File: src/rtl/sub_serial_nb.sv
// sub_serial_nb: bit-serial LSB-first subtractor computing R = A - B with borrow-out
module sub_serial_nb #(
    parameter int WIDTH = 4
) (
    input  logic             clk,
    input  logic             rst,
    input  logic             init,
    input  logic [WIDTH-1:0] A,
    input  logic [WIDTH-1:0] B,
    output logic [WIDTH-1:0] R,
    output logic             Bout,
    output logic             busy,
    output logic             done
);
    localparam int CW = $clog2(WIDTH);
    localparam logic [1:0] IDLE  = 2'd0;
    localparam logic [1:0] SHIFT = 2'd1;
    localparam logic [1:0] DONE  = 2'd2;
    localparam logic [CW-1:0] LAST = CW'(WIDTH - 1);

    logic [1:0]       state;
    logic [WIDTH-1:0] sa, sb, sr;
    logic             bw, d, nbw;
    logic [CW-1:0]    cnt;

    // full-subtractor stage on the current operand LSBs and the registered borrow
    always_comb begin
        d   = sa[0] ^ sb[0] ^ bw;
        nbw = (~sa[0] & sb[0]) | (~(sa[0] ^ sb[0]) & bw);
    end

    assign busy = state != IDLE;
    assign done = state == DONE;

    // operand capture, serial shifting and result commit; R/Bout only change on completion
    always_ff @(posedge clk) begin
        if (rst) begin
            state <= IDLE;
            sa    <= '0;
            sb    <= '0;
            sr    <= '0;
            bw    <= 1'b0;
            cnt   <= '0;
            R     <= '0;
            Bout  <= 1'b0;
        end else if (state == IDLE) begin
            if (init) begin
                sa    <= A;
                sb    <= B;
                sr    <= '0;
                bw    <= 1'b0;
                cnt   <= '0;
                state <= SHIFT;
            end
        end else if (state == SHIFT) begin
            sa  <= sa >> 1;
            sb  <= sb >> 1;
            sr  <= {d, sr[WIDTH-1:1]};
            bw  <= nbw;
            cnt <= cnt + 1'b1;
            if (cnt == LAST) begin
                R     <= {d, sr[WIDTH-1:1]};
                Bout  <= nbw;
                state <= DONE;
            end
        end else begin
            state <= IDLE;
        end
    end
endmodule
File: config.mk
export PLATFORM = sky130hd
export DESIGN_NAME = sub_serial_nb
export DESIGN_NICKNAME = d
export VERILOG_FILES = /design/src/rtl/sub_serial_nb.sv
export SDC_FILE = /design/constraint.sdc
export NUM_CORES = 1
export LEC_CHECK = 0
export CAP_MARGIN = 20
export CELL_PAD_IN_SITES_DETAIL_PLACEMENT = 0
export CELL_PAD_IN_SITES_GLOBAL_PLACEMENT = 1
export CORE_UTILIZATION = 38
export DETAILED_ROUTE_END_ITERATION = 7
export PLACE_DENSITY = 0.84
export SLEW_MARGIN = 5
export SYNTH_ARGS = -nofsm -noshare
export SYNTH_HDL_FRONTEND = slang
export SYNTH_SLANG_ARGS = --single-unit
export TNS_END_PERCENT = 30
File: constraint.sdc
create_clock -name clk -period 1.6 [get_ports clk]
set_clock_uncertainty 0.15 [all_clocks]
set_input_delay 0.32 -clock clk [delete_from_list [all_inputs] [get_ports clk]]
set_output_delay 0.32 -clock clk [all_outputs]
set_load 0.005 [all_outputs]
==> results of run 1 <==
[area by class of cell]
cell class	count	area, µm²
clock buffers	3	22.52
clock inverters	1	5.005
fillers	225	1101
inverters	4	15.01
multi-input cells	60	437.9
flip-flops and latches	21	427.9
well taps	28	35.03
repair buffers	24	210.2
[layer usage]
| layer | part of all wire, % | up-vias | GRT usage, % | routed length, µm |
|---|---|---|---|---|
| li1 | - | 360 | - | - |
| met1 | 47 | 331 | 17.68 | 813 |
| met5 | 0 | - | 0 | 0 |
| met4 | 0.58 | 0 | 6.944 | 10 |
| met3 | 3.6 | 2 | 3.869 | 63 |
| met2 | 49 | 13 | 25.00 | 846 |
[sequential cells by signal (all words and copies together) (netlist names)]
name,flops
R,4
sr,3
cnt,2
sa,4
Bout,1
state,2
sb,4
bw,1
[cell families after synthesis]
family | after synthesis
AO/OA/AOI/OAI | 20
AND/OR/NAND/NOR | 30
adder cells (fa/ha/maj) | 2
multiplexers | 8
buffers and inverters | 9
flip-flops | 21
[tightest hold or removal path, delay by kind of cell, from the launching register on]
| kind | cells | cell delay, ps |
|---|---|---|
| DFF | 1 | 340 |
| and+or+nand+nor | 1 | 40 |
| AOI/OAI and AO/OA | 1 | 50 |
[final timing paths]
kind	end	cells past startpoint
setup / recovery	busy	2
hold / removal	R[0]	2
setup reg to reg	sa[3]	4
hold reg to reg	R[0]	2
[layout by cell type (no fill, tap or decap)]
cell type,instances
buf_4,7
o21bai_1,1
clkbuf_2,1
nor2b_1,2
dfxtp_1,15
nor3_1,1
ha_1,1
inv_1,4
dfxtp_2,6
a21oi_1,4
nor2_1,13
nand3b_1,1
a211oi_2,7
nor2_2,3
or2_2,1
a22oi_1,7
nor3b_1,1
fa_1,1
nand2_1,4
mux2i_1,8
dlygate4sd2_1,6
o21ba_4,1
clkdlybuf4s50_1,10
nand3_1,4
clkbuf_4,3
clkinv_2,1
[power breakdown]
group	total [mW]	internal, mW	switching, mW	leakage, nW
clock	0.253	0.0932	0.160	0.0177
sequential	0.563	0.547	0.0163	0.175
combinational	0.153	0.0783	0.0752	0.285
[per-stage QoR]
stage | hold slack (ps) | utilization (%)
floorplan | 234.6 | -
finish | 307.0 | 51.17
detailed placement | 299.4 | 50.17
global route | 335.7 | 51.17
CTS | 311.3 | 51.39
global placement | 295.1 | 50.17
==> metrics.md, run 1 <==
| Metric | Value |
|---|---|
| Fin. max-slew vios | 0 |
| Grt total ovfl | 0 |
| R2R Setup Slk | 130 ps |
| Slowest-stage cell, CP | dfxtp_2 |
| Most frequent cells after synthesis | dfxtp_1, nor2_1, mux2i_1, a211oi_2, a22oi_1 |
| TritonCTS clock tree | done |
| RSZ-0062 raised after global routing | false |
| Seq/Total Area, Yosys | 45.71% |
| Power Dens Cells | 840.8 nW/µm² |
| VDD IR max | 0.0003911 V |
| Post-synthesis xor/xnor area fraction | 0% |
| Critical hold path startpoint | R[0] |
| Worst Setup SP | state[1] |
| Largest cells by area after synthesis | dfxtp_1, a211oi_2, mux2i_1, a22oi_1, nor2_1 |
| Buffer and inverter count on the worst path | 1 |
| Initial antenna violation count | 0 |
| Crit path launch type | flip-flop |
| Setup CP Type | reg2out |
| Leak Pwr | 0.4779 nW |
| Status | finished clean |
| Area leader, netlist | dfxtp_1 |
| DP Worst Slack | -119.9 ps |
| Hold crit path type | reg2reg |
| Cells along the critical path | or2_2 -> clkbuf_2 |
| Final Critical Period | 1514 ps |
| Core area | 2255 µm² |
| # diodes | 0 |
| Complex-gate fraction of the synthesized area | 20.00% |
| Total negative slack | 0 ps |
| Final instance area | 1154 µm² |
| Fin nets | 127 |
| Non-Filler Instances | 141 |
| Simple-gate area share of the yosys netlist | 15.37% |
| Crit. End Element | primary output |
| Fraction of layout cells with a size suffix above 1 | 26.55% |
| First-pass GRT wire length | 2.877 mm |
| Post-Place Cell Area | 1131 µm² |
| Main combinational cell family by area after synthesis | compound AO/OA/AOI/OAI gates |
| Tot Pwr | 969.9 µW |
| Net Count, Synth | 103 |
| Synth unique cells | 24 |
| CP Max Fanout | 3 |
| Setup WS post-layout | 86.41 ps |
| Fin. Hold Viols | 0 |
| Clock buffer depth | 2 |
| Postcts setup bufs | 0 |
| CP delay by family, top | flip-flops |
| Top FF cell, synth | dfxtp_1 |
| Routed vias/inst | 5.007 |
| Port Buffers | 17 |
| Top Ports | 18 |
| DIE WIDTH | 51.20 µm |
| Later-pin clock latency in the skew report | 300 ps |
| Post-Route WL | 1.734 mm |
| Multiplexer share of the synthesized area | 8.707% |
| Post_cts resized | 14 |
| Largest net degree at the start of global routing | 14 |
| Slew @ Worst Pin | 525.1 ps |
| GP Congestion | 0.7280 |
| Post-synth EDFFs | 0 |
| Placed cell count | 137 |
| Post-DRT Antenna Nets | 0 |
| Die footprint | 2621 µm² |
| DRT Pass-1 Iters | 4 |
| Final period util | 94.60% |
| All-Layer GR Usage | 14.94% |
| Rows | 17 |
| #FFs+latches synth | 21 |
| Count leader, synth | dfxtp_1 |
| Syn Area/Cell | 10.22 µm² |
| Synthesis Warnings | 0 |
| Root Driver | clkbuf_4 |
| Synth top area share | 45.71% |
| Maxcap violations | 0 |
| Hold buffers post-CTS | 0 |
| Worst relative slew slack | 64.92% |
| Wire per inst | 12.30 µm |
| Drt first-iter violations | 14 |
| Area share of fa/ha/maj cells after synthesis | 3.537% |
| R2R Path Start | state[0] |
| Signal arrival time at the worst endpoint | 1040 ps |
| Gate Count Post-Synth | 90 |
| Clock transition at path regs | 120 ps |
| CTS Sinks | 21 |
| Final setup vio count | 0 |
| Residual DRC | 0 |
| Mapped Area | 919.6 µm² |
| Synthesis-to-finish area growth | 25.44% |
| Vias in the first global route | 662 |
| Critical Path RT | 1130 ps |
| Largest stage delay, worst path | 340 ps |
| H-tree depth | 1 |
| Max Clock Freq | 660.7 MHz |
| Die height | 51.20 µm |
| Initial Util | 40.79% |
| Total number of vias | 706 |
| Asr flop ratio synth | 0% |
| Total clock buffers created by CTS | 3 |
Power figures use the tool's default switching activity.
==> inputs of run 2 (changes only) <==
- RECOVER_POWER: not set -> 100
==> metrics.md, run 2 (same netlist as run 1, synthesis figures left out) <==
| Metric | Value |
|---|---|
| Rows | 17 |
| Drt first-iter violations | 9 |
| Grt met2 use | 25.00% |
| Critical hold path startpoint | R[0] |
| Worst relative slew slack | 64.89% |
| Fillers | 232 |
| Reg power frac | 58.4% |
| CTS Sinks | 21 |
| Hold crit path type | reg2reg |
| Hold buffers post-CTS | 0 |
| Crit path launch type | flip-flop |
| Final Critical Period | 1510 ps |
| VDD IR max | 0.0003933 V |
| Setup CP Type | reg2out |
| Fin. Hold Viols | 0 |
| Total number of vias | 723 |
| Root Driver | clkbuf_4 |
| Gate power share | 15.1% |
| Switch share | 25.91% |
| Leak Pwr | 0.4638 nW |
| Placed cell count | 137 |
| Sw Pwr | 249.9 µW |
| Later-pin clock latency in the skew report | 300 ps |
| Critical Path RT | 1130 ps |
| Max Clock Freq | 662.2 MHz |
| Maxcap violations | 0 |
| Grt total ovfl | 0 |
| Initial antenna violation count | 0 |
| CP Max Fanout | 3 |
| Wire per inst | 12.30 µm |
| Met1 global-route usage | 17.68% |
| R2R Path Start | state[0] |
| Die footprint | 2621 µm² |
| Fraction of layout cells with a size suffix above 1 | 16.81% |
| Total clock buffers created by CTS | 3 |
| Commonest non-fill, non-tap cell in the layout | dfxtp_1 |
| Post-Place Cell Area | 1131 µm² |
| Final period util | 94.39% |
| All-Layer GR Usage | 14.94% |
| DRT Pass-1 Iters | 4 |
| Met3 global-route usage | 3.869% |
| Clock share of power | 26.5% |
| TritonCTS clock tree | done |
| Die height | 51.20 µm |
| Non-Filler Instances | 141 |
| Final instance area | 1124 µm² |
| GP Congestion | 0.7280 |
| Worst Setup SP | state[1] |
| Fin. max-slew vios | 0 |
| H-tree depth | 1 |
| Post-DRT Antenna Nets | 0 |
| Residual DRC | 0 |
| Fin nets | 127 |
| Final setup vio count | 0 |
| Largest regs | R: 4 flops, sa: 4 flops, sb: 4 flops |
| RSZ-0062 raised after global routing | false |
| First-pass GRT wire length | 2.877 mm |
| Core area | 2255 µm² |
| Most frequent cells in the layout | dfxtp_1, nor2_1, clkdlybuf4s50_1 |
| Crit. End Element | primary output |
| Vias in the first global route | 662 |
| Largest net degree at the start of global routing | 14 |
| Slew @ Worst Pin | 525.5 ps |
| Power Dens Cells | 858.2 nW/µm² |
| R2R Setup Slk | 130 ps |
| Clock transition at path regs | 120 ps |
| Status | finished clean |
| Clock buffer depth | 2 |
| Post-Route WL | 1.734 mm |
| Signal arrival time at the worst endpoint | 1040 ps |
| DIE WIDTH | 51.20 µm |
| Top Ports | 18 |
| Initial Util | 40.79% |
| Synthesis-to-finish area growth | 22.18% |
| Port Buffers | 17 |
| # diodes | 0 |
| Cell internal pwr | 714.4 µW |
| Grt peak-use layer | met2 |
| Routed vias/inst | 5.128 |
## run 2: final timing paths
check | end | cells after the start
setup / recovery | busy | 2
hold / removal | R[0] | 2
setup reg to reg | sa[3] | 4
hold reg to reg | R[0] | 2
## run 2: cell type report
type	count	area (µm²)	share of cell area, %
Inverter	4	15.01	1.336
Timing Repair Buffer	24	202.7	18.04
Multi-Input combinational cell	60	422.9	37.64
Tap cell	28	35.03	3.118
Sequential cell	21	420.4	37.42
Clock inverter	1	5.005	0.4454
Clock buffer	3	22.52	2.004
## run 2: timing repair
item                       CTS  global route
setup buffers                0             0
resized for setup           14             1
setup endpoints to repair    7             1
## run 2: stage by stage
step / utilization, % / total power [mW] / TNS (ps) / hold slack [ps] / worst slack (ps)
2_1_floorplan: - / 0.6816 / 0 / 234.6 / 300.1
3_3_place_gp: 50.17 / 0.7260 / -424.2 / 295.1 / -79.17
3_5_place_dp: 50.17 / 0.7325 / -805.6 / 299.4 / -119.9
4_1_cts: 51.39 / 0.9867 / -31.46 / 311.3 / -31.46
5_1_grt: 49.83 / 1.012 / 0 / 340.6 / 19.32
6_report: 49.83 / 0.9643 / 0 / 309.8 / 89.79
## run 2: routing by layer
metal,part of all wire (%),wire (µm)
met1,45,786
met2,50,859
met3,4.4,76
met4,0.58,10
met5,0,0
## run 2: power by group through the flow
stage / clock (mW) / combinational [mW] / sequential [mW]
floorplan: 0 / 0.109 / 0.573
global placement: 0 / 0.152 / 0.574
detailed placement: 0 / 0.157 / 0.576
CTS: 0.267 / 0.156 / 0.564
global route: 0.283 / 0.162 / 0.567
finish: 0.255 / 0.146 / 0.563
## run 2: worst max-delay path, cell delays in order, from the launching register on
cell      delay, ps
dfxtp_1         340
or2_2           290
clkbuf_1        110
==> inputs of run 3 (changes only) <==
- CORE_MARGIN: not set -> 2
- MAX_ROUTING_LAYER: not set -> met4
==> metrics.md, run 3 (same netlist as run 1, synthesis figures left out) <==
| Metric | Value |
|---|---|
| Status | finished clean |
| Fin. max-slew vios | 0 |
| Fin nets | 125 |
| Non-Filler Instances | 139 |
| Final Critical Period | 1508 ps |
| Clock share of power | 26.9% |
| R2R Setup Slk | 170 ps |
| First-pass GRT wire length | 2.877 mm |
| Drt first-iter violations | 11 |
| Later-pin clock latency in the skew report | 310 ps |
| Post-DRT Antenna Nets | 0 |
| Postcts setup bufs | 0 |
| Gate power share | 14.5% |
| Fraction of layout cells with a size suffix above 1 | 13.51% |
| Root Driver | clkbuf_4 |
| Post-Route WL | 1.731 mm |
| Total negative slack | 0 ps |
| Hold crit path type | reg2reg |
| RSZ-0062 raised after global routing | false |
| Setup CP Type | reg2out |
| Leak Pwr | 0.4590 nW |
| Fin. Hold Viols | 0 |
| Largest regs | R: 4 flops, sa: 4 flops, sb: 4 flops |
| Initial antenna violation count | 0 |
| Post_cts resized | 14 |
| DRT Pass-1 Iters | 4 |
| Cell internal pwr | 712.8 µW |
| Rows | 17 |
| Die height | 53.20 µm |
| Sw Pwr | 247.5 µW |
| Top Ports | 18 |
| GP Congestion | 0.7054 |
| Placed cell count | 135 |
| Synthesis-to-finish area growth | 20.41% |
| Vias in the first global route | 689 |
| Power Dens Cells | 867.3 nW/µm² |
| Crit path launch type | flip-flop |
| Core area | 2255 µm² |
| Maxcap violations | 0 |
| Residual DRC | 0 |
| All-Layer GR Usage | 14.82% |
| CP Max Fanout | 3 |
| Post-Place Cell Area | 1129 µm² |
| Crit. End Element | primary output |
| Grt total ovfl | 0 |
| Slew @ Worst Pin | 483.5 ps |
| Dpl hpwl | 1.204 mm |
| Wire per inst | 12.45 µm |
| Final setup vio count | 0 |
| Signal arrival time at the worst endpoint | 1040 ps |
| Die footprint | 2830 µm² |
| Total clock buffers created by CTS | 3 |
| Final instance area | 1107 µm² |
| Worst relative slew slack | 67.70% |
| Critical Path RT | 1130 ps |
| Routed vias/inst | 5.144 |
| Initial Util | 40.79% |
| Most frequent cells in the layout | dfxtp_1, nor2_1, clkdlybuf4s50_1 |
| Clock buffer depth | 2 |
| Reg power frac | 58.7% |
| Clock transition at path regs | 120 ps |
| Max Clock Freq | 663.3 MHz |
| CTS Sinks | 21 |
| Total number of vias | 715 |
| DIE WIDTH | 53.20 µm |
| Largest net degree at the start of global routing | 22 |
| VDD IR max | 0.0004927 V |
| Tot Pwr | 960.4 µW |
| Switch share | 25.77% |
| # diodes | 0 |
| Final period util | 94.22% |
| Commonest non-fill, non-tap cell in the layout | dfxtp_1 |
| Port Buffers | 17 |
| H-tree depth | 1 |
| Hold buffers post-CTS | 0 |
| TritonCTS clock tree | done |
## run 3: cell count changes in the layout (fill, tap and decap cells not counted), sizes merged
cell  change
buf       -2
## run 3: path summary, 6_finish.rpt
path / from / end / cells past startpoint
setup / recovery: state[1] / busy / 2
hold / removal: R[0] / R[0] / 2
setup reg to reg: state[0] / sb[3] / 4
hold reg to reg: R[0] / R[0] / 2
## run 3: metrics by stage
| step | util [%] | worst slack [ps] | hold WS [ps] |
|---|---|---|---|
| 2_1_floorplan | - | 300.1 | 234.6 |
| 3_3_place_gp | 50.06 | -83.44 | 295.2 |
| 3_5_place_dp | 50.06 | -103.8 | 299.6 |
| 4_1_cts | 51.28 | -6.272 | 311.4 |
| 5_1_grt | 49.11 | 30.60 | 338.0 |
| 6_report | 49.11 | 92.41 | 310.1 |
## run 3: metal layers
metal	global-route usage, %	part of all wire (%)	vias to the layer above
li1	-	-	358
met1	16.96	48	344
met2	23.54	48	11
met3	3.390	3.5	2
met4	8.974	0.92	0
met5	-	0	-
## run 3: power groups by stage
stage / Combinational, mW / Sequential [mW] / Clock [mW]
final: 0.139 / 0.564 / 0.258
after global routing: 0.154 / 0.566 / 0.286
after CTS: 0.155 / 0.564 / 0.265
after detailed placement: 0.155 / 0.575 / 0
after global placement: 0.152 / 0.574 / 0
after floorplan: 0.109 / 0.573 / 0
## run 3: worst max-delay path: stages, from the launching register on
cell and delay [ps]:
dfxtp_1 340, or2_2 280, clkbuf_2 110
## run 3: layout make-up
type                       instances  area [µm²]
clock inverter                     1       5.005
multi-input combinational         60       407.9
timing repair buffer              22       201.4
clock buffer                       3       22.52
fill                             237        1147
inverter                           4       15.01
tap                               28       35.03
sequential                        21       420.4
